===== config.mk =====
export PLATFORM = sky130hd
export DESIGN_NAME = chan_err_injector
export DESIGN_NICKNAME = d
export VERILOG_FILES = /design/src/rtl/chan_err_pkg.sv /design/src/rtl/chan_err_injector_lfsr16.sv /design/src/rtl/chan_err_injector.sv
export SDC_FILE = /design/constraint.sdc
export NUM_CORES = 1
export LEC_CHECK = 0
export CAP_MARGIN = 40
export CELL_PAD_IN_SITES_DETAIL_PLACEMENT = 0
export CELL_PAD_IN_SITES_GLOBAL_PLACEMENT = 1
export CORE_ASPECT_RATIO = 0.6
export CORE_MARGIN = 2
export CORE_UTILIZATION = 39
export DETAILED_ROUTE_END_ITERATION = 10
export GPL_ROUTABILITY_DRIVEN = 0
export PLACE_DENSITY = 0.84
export REMOVE_ABC_BUFFERS = 1
export SLEW_MARGIN = 5
export SYNTH_ARGS = -nofsm -noshare
export SYNTH_HDL_FRONTEND = slang
export SYNTH_SLANG_ARGS = --single-unit
export TNS_END_PERCENT = 10

===== constraint.sdc =====
create_clock -name clk -period 2.9 [get_ports clk]
set_input_delay 0.435 -clock clk [delete_from_list [all_inputs] [get_ports clk]]
set_output_delay 0.435 -clock clk [all_outputs]
set_load 0.005 [all_outputs]

===== src/rtl/chan_err_pkg.sv =====
// Shared types and constants for the channel error injector.
// Holds mode/FSM enums, the LFSR tap mask and its feedback helper.
package chan_err_pkg;

  typedef enum logic [1:0] {
    MODE_PASS  = 2'd0,
    MODE_BURST = 2'd1,
    MODE_RAND  = 2'd2,
    MODE_RSVD  = 2'd3
  } mode_e;

  typedef enum logic {
    IDLE  = 1'b0,
    BURST = 1'b1
  } burst_state_e;

  // Feedback taps at bits 15, 13, 12 and 10.
  localparam logic [15:0] LFSR_TAPS = 16'hB400;

  function automatic logic lfsr_fb(input logic [15:0] s);
    return ^(s & LFSR_TAPS);
  endfunction

endpackage


===== src/rtl/chan_err_injector_lfsr16.sv =====
// 16-bit Fibonacci LFSR, shifts left once per enabled cycle.
// Ports: clk, rst (sync, high), seed, adv (shift enable), state.
module lfsr16
  import chan_err_pkg::*;
(
  input  logic        clk,
  input  logic        rst,
  input  logic [15:0] seed,
  input  logic        adv,
  output logic [15:0] state
);

  always_ff @(posedge clk) begin
    if (rst) begin
      state <= seed;
    end else if (adv) begin
      state <= {state[14:0], lfsr_fb(state)};
    end
  end

endmodule


===== src/rtl/chan_err_injector.sv =====
// Channel error injector between encoder output and Viterbi input.
// Ports: clk/rst, mode/mask/threshold controls, valid_i/d_i in,
// valid_o/d_o/inj_o out (1-cycle latency), burst_active_o, and
// saturating word / symbol-error / bit-error counters.
module chan_err_injector
  import chan_err_pkg::*;
#(
  parameter int          W           = 2,
  parameter int          PERIOD_LOG2 = 5,
  parameter int          BURST_LEN   = 3,
  parameter int          MAX_WORDS   = 256,
  parameter int          CNT_W       = 16,
  parameter logic [15:0] LFSR_SEED   = 16'hACE1
) (
  input  logic             clk,
  input  logic             rst,
  input  logic [1:0]       mode_i,
  input  logic [W-1:0]     err_mask_i,
  input  logic [7:0]       rand_thresh_i,
  input  logic             valid_i,
  input  logic [W-1:0]     d_i,
  output logic             valid_o,
  output logic [W-1:0]     d_o,
  output logic             inj_o,
  output logic             burst_active_o,
  output logic [CNT_W-1:0] word_ct_o,
  output logic [CNT_W-1:0] sym_err_ct_o,
  output logic [CNT_W-1:0] bit_err_ct_o
);

  localparam int BC_W = (BURST_LEN > 1) ? $clog2(BURST_LEN) : 1;
  localparam int PC_W = $clog2(W + 1);

  localparam logic [BC_W-1:0] BC_LAST = BC_W'(BURST_LEN - 1);
  localparam logic [CNT_W:0]  WIN     = (CNT_W + 1)'(MAX_WORDS);

  mode_e            mode;
  burst_state_e     state;
  logic [BC_W-1:0]  burst_cnt;
  logic [15:0]      lfsr;
  logic [CNT_W-1:0] word_ct;
  logic [CNT_W-1:0] sym_err_ct;
  logic [CNT_W-1:0] bit_err_ct;
  logic [PC_W-1:0]  ones;
  logic [CNT_W:0]   bit_sum;
  logic             in_win;
  logic             gate;
  logic             trig;
  logic             burst_hit;
  logic             rand_hit;
  logic             hit;

  assign mode = mode_e'(mode_i);

  // The LFSR runs on every accepted word regardless of mode so the
  // random pattern depends only on word position since reset.
  lfsr16 u_lfsr (
    .clk   (clk),
    .rst   (rst),
    .seed  (LFSR_SEED),
    .adv   (valid_i),
    .state (lfsr)
  );

  // word_ct is the index of the word currently being accepted.
  assign in_win = {1'b0, word_ct} < WIN;
  assign gate   = in_win && (err_mask_i != '0);
  assign trig   = &word_ct[PERIOD_LOG2-1:0];

  assign burst_hit = (mode == MODE_BURST) && (state == BURST);
  assign rand_hit  = (mode == MODE_RAND) &&
                     ((lfsr & 16'h00FF) < 16'(rand_thresh_i));
  assign hit       = gate && (burst_hit || rand_hit);

  always_comb begin
    ones = '0;
    for (int i = 0; i < W; i++) begin
      ones = ones + PC_W'(err_mask_i[i]);
    end
  end

  assign bit_sum = {1'b0, bit_err_ct} + (CNT_W + 1)'(ones);

  // Periodic-burst FSM. The trigger word moves to BURST but is not
  // itself corrupted; retriggers inside a burst are ignored.
  always_ff @(posedge clk) begin
    if (rst) begin
      state     <= IDLE;
      burst_cnt <= '0;
    end else if (valid_i) begin
      if ((mode != MODE_BURST) || !in_win) begin
        state     <= IDLE;
        burst_cnt <= '0;
      end else begin
        unique case (state)
          IDLE: begin
            if (trig) begin
              state     <= BURST;
              burst_cnt <= '0;
            end
          end
          BURST: begin
            burst_cnt <= burst_cnt + 1'b1;
            if (burst_cnt == BC_LAST) begin
              state <= IDLE;
            end
          end
        endcase
      end
    end
  end

  assign burst_active_o = (state == BURST);

  // Output stage and statistics share one edge so counters always
  // describe the d_o presented alongside them.
  always_ff @(posedge clk) begin
    if (rst) begin
      valid_o    <= 1'b0;
      d_o        <= '0;
      inj_o      <= 1'b0;
      word_ct    <= '0;
      sym_err_ct <= '0;
      bit_err_ct <= '0;
    end else begin
      valid_o <= valid_i;
      if (valid_i) begin
        d_o   <= hit ? (d_i ^ err_mask_i) : d_i;
        inj_o <= hit;
        if (!(&word_ct)) begin
          word_ct <= word_ct + 1'b1;
        end
        if (hit) begin
          if (!(&sym_err_ct)) begin
            sym_err_ct <= sym_err_ct + 1'b1;
          end
          bit_err_ct <= bit_sum[CNT_W] ? '1 : bit_sum[CNT_W-1:0];
        end
      end else begin
        d_o   <= '0;
        inj_o <= 1'b0;
      end
    end
  end

  assign word_ct_o    = word_ct;
  assign sym_err_ct_o = sym_err_ct;
  assign bit_err_ct_o = bit_err_ct;

endmodule

==> results of run 1 <==
[worst max-delay path: cells and delay by family]
family          cells  cell delay [ps]
fa+ha+maj           2              610
buf+inv             3              640
simple gates        4              890
compound gates      1              280
[layer usage]
| metal | wire [µm] | up-vias | GRT usage | part of all wire |
|---|---|---|---|---|
| met5 | 0 | - | 0 | 0 |
| met4 | 135 | 0 | 0.05934 | 0.015 |
| met3 | 598 | 11 | 0.06207 | 0.066 |
| met2 | 3431 | 102 | 0.2559 | 0.38 |
| met1 | 4847 | 1476 | 0.2884 | 0.54 |
| li1 | - | 1620 | - | - |
[Yosys cell counts, drive strengths merged (2+ instances only)]
library cell,n
dfxtp,71
xnor2,7
nor4,7
and2,12
a211oi,8
nand3,12
a21oi,24
ha,12
nand4,10
clkbuf,12
inv,15
and4,7
or2,2
xor2,16
a31oi,6
or4,4
o211ai,5
and3,8
a311oi,5
o2111ai,2
nand2,26
or3,4
nor2b,6
o21a,2
nor3,15
buf,7
o21ai,10
nor2,47
mux2i,11
a211o,7
a41oi,5
o31ai,6
[placed cells by master (no fill, tap or decap), types with 5 or more instances in the layout]
cell type	instances
a211o_1	7
a211oi_1	7
a21oi_1	24
a311oi_1	5
a31oi_1	5
and2_1	11
and3_1	6
and4_1	6
buf_4	14
clkbuf_16	9
clkdlybuf4s50_1	68
dfxtp_1	71
ha_1	12
inv_1	15
mux2i_1	11
nand2_1	26
nand3_1	11
nand4_1	10
nor2_1	47
nor2b_1	6
nor3_1	14
o211ai_1	5
o21ai_0	7
o31ai_1	6
xnor2_1	7
xor2_1	16
[flip-flops by register name, summed over array words and instances, names as in the netlist]
| signal | cells |
|---|---|
| bit_err_ct_o | 16 |
| sym_err_ct_o | 16 |
| u_lfsr.state | 16 |
| word_ct_o | 16 |
| burst_cnt | 2 |
| d_o | 2 |
| burst_active_o | 1 |
| inj_o | 1 |
| valid_o | 1 |
[path summary, 6_finish.rpt]
path | from | endpoint | depth (start not counted)
setup / recovery | err_mask_i[0] | bit_err_ct_o[9] | 10
hold / removal | u_lfsr.state[14] | u_lfsr.state[15] | 1
hold reg to reg | u_lfsr.state[14] | u_lfsr.state[15] | 1
setup reg to reg | bit_err_ct_o[0] | bit_err_ct_o[9] | 9
[logic make-up after synthesis]
family / synth area share
buffers and inverters: 0.04407
adder cells (fa/ha/maj): 0.04795
multiplexers: 0.03526
XOR/XNOR: 0.05677
flip-flops: 0.4006
AND/OR/NAND/NOR: 0.2525
AO/OA/AOI/OAI: 0.1629
[where the power goes]
group	internal [µW]	total [µW]	leakage, µW	switching, µW
registers	999	1020	0.000577	18.5
logic	87.6	173	0.00104	85.2
clock network	645	1040	0.000136	392
total	1730	2230	0.00176	495
[per-stage QoR]
| step | area [µm²] | utilization | setup WS, ps | cells | power, µW |
|---|---|---|---|---|---|
| 3_3_place_gp | 4439 | 0.5111 | 51.56 | 578 | 1205 |
| 2_1_floorplan | 3448 | - | 467.6 | 380 | 1118 |
| 5_1_grt | 4717 | 0.5431 | 92.11 | 593 | 2325 |
| 3_5_place_dp | 4439 | 0.5111 | -39.75 | 578 | 1210 |
| 6_report | 4717 | 0.5431 | 283.3 | 593 | 2228 |
| 4_1_cts | 4717 | 0.5431 | 277.9 | 593 | 2249 |
[final cells by class]
type,count,area [µm²]
inverter,15,56.30
clock buffer,15,277.8
timing repair buffer,86,850.8
multi-input combinational,294,1971
sequential,71,1421
fill,808,3969
tap,112,140.1
==> flow_summary.ini, run 1 <==
[die]
coreArea_mm2 = 0.008686
initial_utilization = 0.4085
die_h_um = 77.89
rows = 26
die_x_um = 127.1
pin_count = 70
die_area_mm2 = 0.009902

[setup_path]
slowest_delay_ps = 490
crit_type = in2reg
required_ps = 3130
worstSetupStartpointType = input pin
reg2reg_setup_slack_ps = 580
endpoint_kind = flop
slowest_stage = clkdlybuf4s50_1
path_common_cell = inv_1
crit_fanout = 9
crit_chain = clkdlybuf4s50_1, inv_1, fa_1, inv_1, ha_1, and3_1, and2_1, nand4_1, nor2b_1, a311oi_1
cp.arrival_ps = 2850

[sta]
drv_slew = 0
hold_viol = 0
timing.fmax_mhz = 382.2
period_minus_slack_ps = 2617
whs_ps = 470.7
fin_crit_sh = 0.9023
tightestPinTransition_ps = 727.6
setup_viol = 0
clock_skew_ps = 6.034
fin_tns_setup_ps = 0
rsz0062_at_grt = false
maxSlewHeadroom = 0.5149

[cells_and_area]
layout-drive-gt1-share = 0.09771
syn_to_final_growth_pct = 32.93
final_nets = 507
num_antenna_cells = 0

[logic_synthesis]
yosys_warnings = 0
synth_edf_count = 0
seq_area_frac_synth = 0.4006
syn_area_mm2 = 0.003548
synth_ff_type = dfxtp_1
synth_area_leaders = dfxtp_1 (40%), nor2_1 (5.0%), ha_1 (4.2%)
syn_avg_cell_area_um2 = 8.871
postSynth.asyncResetShare = 0
synth_top_cell_area_share = 0.4006
synth_seq_cells = 71
synthDistinctLibCells = 56
synth_top_area_cell = dfxtp_1
syn_inst = 400

[clock_tree]
postCtsHoldBufs = 0
htree_levels = 3
cts_buffer_depth = 2
cts_repair_resize_count = 0
path_clk_slew_ps = 50
cts.sinks = 71
worstSkewPairLatency_ps = 340
cts_tree = yes
cts_setup_buffers = 0
cts-root-buf = clkbuf_16
cts_buffers = 9

[grt]
antenna_found_initial = 0
grt_pass1_wl_mm = 15.18
grt_pass1_vias = 2933
grt_max_degree = 38
grtUsageTotal = 0.1923
overflow = 0

[drt]
antenna_left = 0
drc = 0
drt-wirelength-per-cell_um = 15.20
drt_iter0_drc = 249
dr.pass1.iters = 4
vias = 3209
wl_mm = 9.012
viasPerCell = 5.411

[min_path]
hold_class = reg2reg

[outcome]
status = complete, no violations

[pwr]
powerDensity_mw_per_mm2 = 472.3
p_leak_uw = 0.001755
vdd_drop_max_mv = 0.2692

[run]
cap_violations = 0

[place]
io_buffers = 69
dpl.hpwl_mm = 6.375
Power figures use the tool's default switching activity.
==> run 2, diff against run 1 <==
--- a/config.mk
+++ b/config.mk
@@ -5,12 +5,13 @@
 export SDC_FILE = /design/constraint.sdc
 export NUM_CORES = 1
 export LEC_CHECK = 0
+export ABC_AREA = 1
 export CAP_MARGIN = 40
 export CELL_PAD_IN_SITES_DETAIL_PLACEMENT = 0
 export CELL_PAD_IN_SITES_GLOBAL_PLACEMENT = 1
 export CORE_ASPECT_RATIO = 0.6
 export CORE_MARGIN = 2
-export CORE_UTILIZATION = 39
+export CORE_UTILIZATION = 37
 export DETAILED_ROUTE_END_ITERATION = 10
 export GPL_ROUTABILITY_DRIVEN = 0
 export PLACE_DENSITY = 0.84
==> run 2 against run 1 <==
Compared with the run above: area after synthesis up 19%; utilization down 6.5 points; sequential share of layout area is 3.6 points lower; power rose by 13%; die area increased by 24%; setup slack improved by 110 ps; largest cell class unchanged; global-route usage up 0.11 points; critical path type unchanged.
==> flow_summary.ini, run 2 <==
[cells_and_area]
final_common_cell = nand2_1
final_area_mm2 = 0.005366
layout-drive-gt1-share = 0.06148
final_cell_mix = nand2_1 (175), nor2_1 (103), inv_1 (88), dfxtp_1 (71), clkdlybuf4s50_1 (69)
num_antenna_cells = 0
syn_to_final_growth_pct = 26.97
final_nets = 757

[logic_synthesis]
synth_edf_count = 0
syn_area_mm2 = 0.004227
synth_top_cell_area_share = 0.3363
synth_area_leaders = dfxtp_1 (34%), nand2_1 (16%), nor2_1 (9.1%)
synthDistinctLibCells = 34
synth_ff_type = dfxtp_1
syn_inst = 663
synth_top_area_cell = dfxtp_1
synth_seq_cells = 71
seq_area_frac_synth = 0.3363
postSynth.asyncResetShare = 0
synth_common_cells = nand2_1 (175), nor2_1 (103), inv_1 (88), dfxtp_1 (71), nand3_1 (40)
yosysMostFrequentCell = nand2_1
syn_avg_cell_area_um2 = 6.375
yosys_warnings = 0

[grt]
grt_pass1_vias = 3918
grt_max_degree = 41
grtUsageTotal = 0.1934
antenna_found_initial = 0
grt_pass1_wl_mm = 18.87
overflow = 0

[sta]
maxSlewHeadroom = 0.6446
period_minus_slack_ps = 2503
hold_viol = 0
setup_viol = 0
fin_crit_sh = 0.8631
tightestPinTransition_ps = 529.0
fin_tns_setup_ps = 0
clock_skew_ps = 9.036
rsz0062_at_grt = false
drv_slew = 0
timing.fmax_mhz = 399.5

[drt]
antenna_left = 0
drt-wirelength-per-cell_um = 13.15
drc = 0
wl_mm = 11.52
drt_iter0_drc = 323
dr.pass1.iters = 5
viasPerCell = 4.975
vias = 4358

[pwr]
seqPwrFrac = 0.413
cellInternalPower_uw = 1909
p_sw_uw = 601.0
clkPwrFrac = 0.490
p_leak_uw = 0.002225
combPwrFrac = 0.096
powerDensity_mw_per_mm2 = 467.7
power.total_uw = 2510
p_sw_frac = 0.2395
vdd_drop_max_mv = 0.3484

[clock_tree]
htree_levels = 3
postCtsHoldBufs = 0
cts.sinks = 71
cts-root-buf = clkbuf_16
path_clk_slew_ps = 60
cts_repair_resize_count = 0
cts_setup_buffers = 0
cts_tree = yes
cts_buffers = 9
cts_buffer_depth = 2
worstSkewPairLatency_ps = 340

[place]
placed_area_mm2 = 0.005034
io_buffers = 69
dpl.hpwl_mm = 8.083

[setup_path]
required_ps = 3170
endpoint_kind = flop
r2r_end = bit_err_ct_o[11]
r2r-start = bit_err_ct_o[0]
slowest_delay_ps = 510
slowest_stage = clkdlybuf4s50_1
crit_chain = clkdlybuf4s50_1, inv_1, fa_1, inv_1, ha_1, nand3_2, inv_1, nand2_1, nor3_2, buf_4, nor2_1, nand4_1, nand2_1, nor2_1
worstSetupStartpointType = input pin
path_common_cell = inv_1
cp.arrival_ps = 2780
critPathBufInv = 5
r2r_cells = 13
crit_fanout = 12
crit_type = in2reg
critPathTopFamily = buffers and inverters
worstSetupStartpoint = err_mask_i[0]
endpoint = bit_err_ct_o[11]
path_depth = 14
reg2reg_setup_slack_ps = 720

[die]
die_h_um = 86.79
rows = 30
initial_utilization = 0.3766
die_area_mm2 = 0.01232
pin_count = 70
coreArea_mm2 = 0.01122
die_x_um = 142.0

[min_path]
hold_class = reg2reg

[outcome]
status = complete, no violations

[run]
cap_violations = 0
[run 2: changes by cell type after synthesis, moves of 7 or more]
cell / before / now
inv_2: 0 / 9
and2_1: 11 / 0
mux2i_1: 11 / 0
a211oi_1: 7 / 0
nand3_1: 11 / 40
nand2_1: 26 / 175
nand4_1: 10 / 39
o21ai_0: 7 / 20
nor2_1: 47 / 103
a211o_1: 7 / 0
inv_1: 15 / 88
[run 2: through the flow]
stage / setup slack (ps) / hold slack [ps] / std cells / util
2_1_floorplan: 115.9 / 429.6 / 637 / -
3_3_place_gp: 140.5 / 444.0 / 860 / 0.4485
3_5_place_dp: 58.02 / 454.0 / 860 / 0.4485
4_1_cts: 391.1 / 467.6 / 876 / 0.4781
5_1_grt: 196.7 / 511.9 / 876 / 0.4781
6_report: 397.1 / 470.9 / 876 / 0.4781
[run 2: cells by family after synthesis]
| group | count (synthesis) | share of synthesized area |
|---|---|---|
| compound gates | 55 | 0.07075 |
| xor+xnor | 22 | 0.04559 |
| fa+ha+maj | 13 | 0.04026 |
| buf+inv | 123 | 0.1190 |
| flops | 71 | 0.3363 |
| simple gates | 379 | 0.3881 |
[run 2: worst min path at each step]
stage | startpoint | end | slack [ps] | cells after the start
after floorplan | u_lfsr.state[11] | u_lfsr.state[11] | 430 | 2
after global placement | u_lfsr.state[11] | u_lfsr.state[11] | 440 | 2
after detailed placement | u_lfsr.state[9] | u_lfsr.state[10] | 450 | 2
after CTS | u_lfsr.state[14] | u_lfsr.state[15] | 470 | 2
after global routing | burst_cnt[1] | burst_cnt[1] | 510 | 2
final | u_lfsr.state[11] | u_lfsr.state[11] | 470 | 2
[run 2: metal layers]
metal | part of all wire | GRT usage
met1 | 0.52 | 0.2768
met2 | 0.41 | 0.2855
met3 | 0.060 | 0.04641
met4 | 0.015 | 0.06364
met5 | 0 | 0
[run 2: final cells by class]
class,instances,area [µm²]
fillers,1137,5857
multi-input cells,469,2302
flip-flops and latches,71,1421
repair buffers,79,765.7
inverters,97,364.1
clock buffers,11,252.7
well taps,144,180.2
clock inverters,5,80.08
[run 2: worst reg2reg max path, stage by stage (launching register included)]
cell and delay (ps):
dfxtp_1 340, inv_1 70, fa_1 390, inv_1 110, ha_1 220, nand3_2 120, inv_1 70, nand2_1 110
nor3_2 140, buf_4 210, nor2_1 90, nand4_1 80, nand2_1 60, nor2_1 100
[run 2: power by group through the flow]
stage                     registers, µW  logic [µW]  clock network (µW)
final                              1040         241                1230
after global routing               1040         274                1300
after CTS                          1040         243                1250
after detailed placement           1060         241                   0
after global placement             1060         237                   0
after floorplan                    1050         129                   0
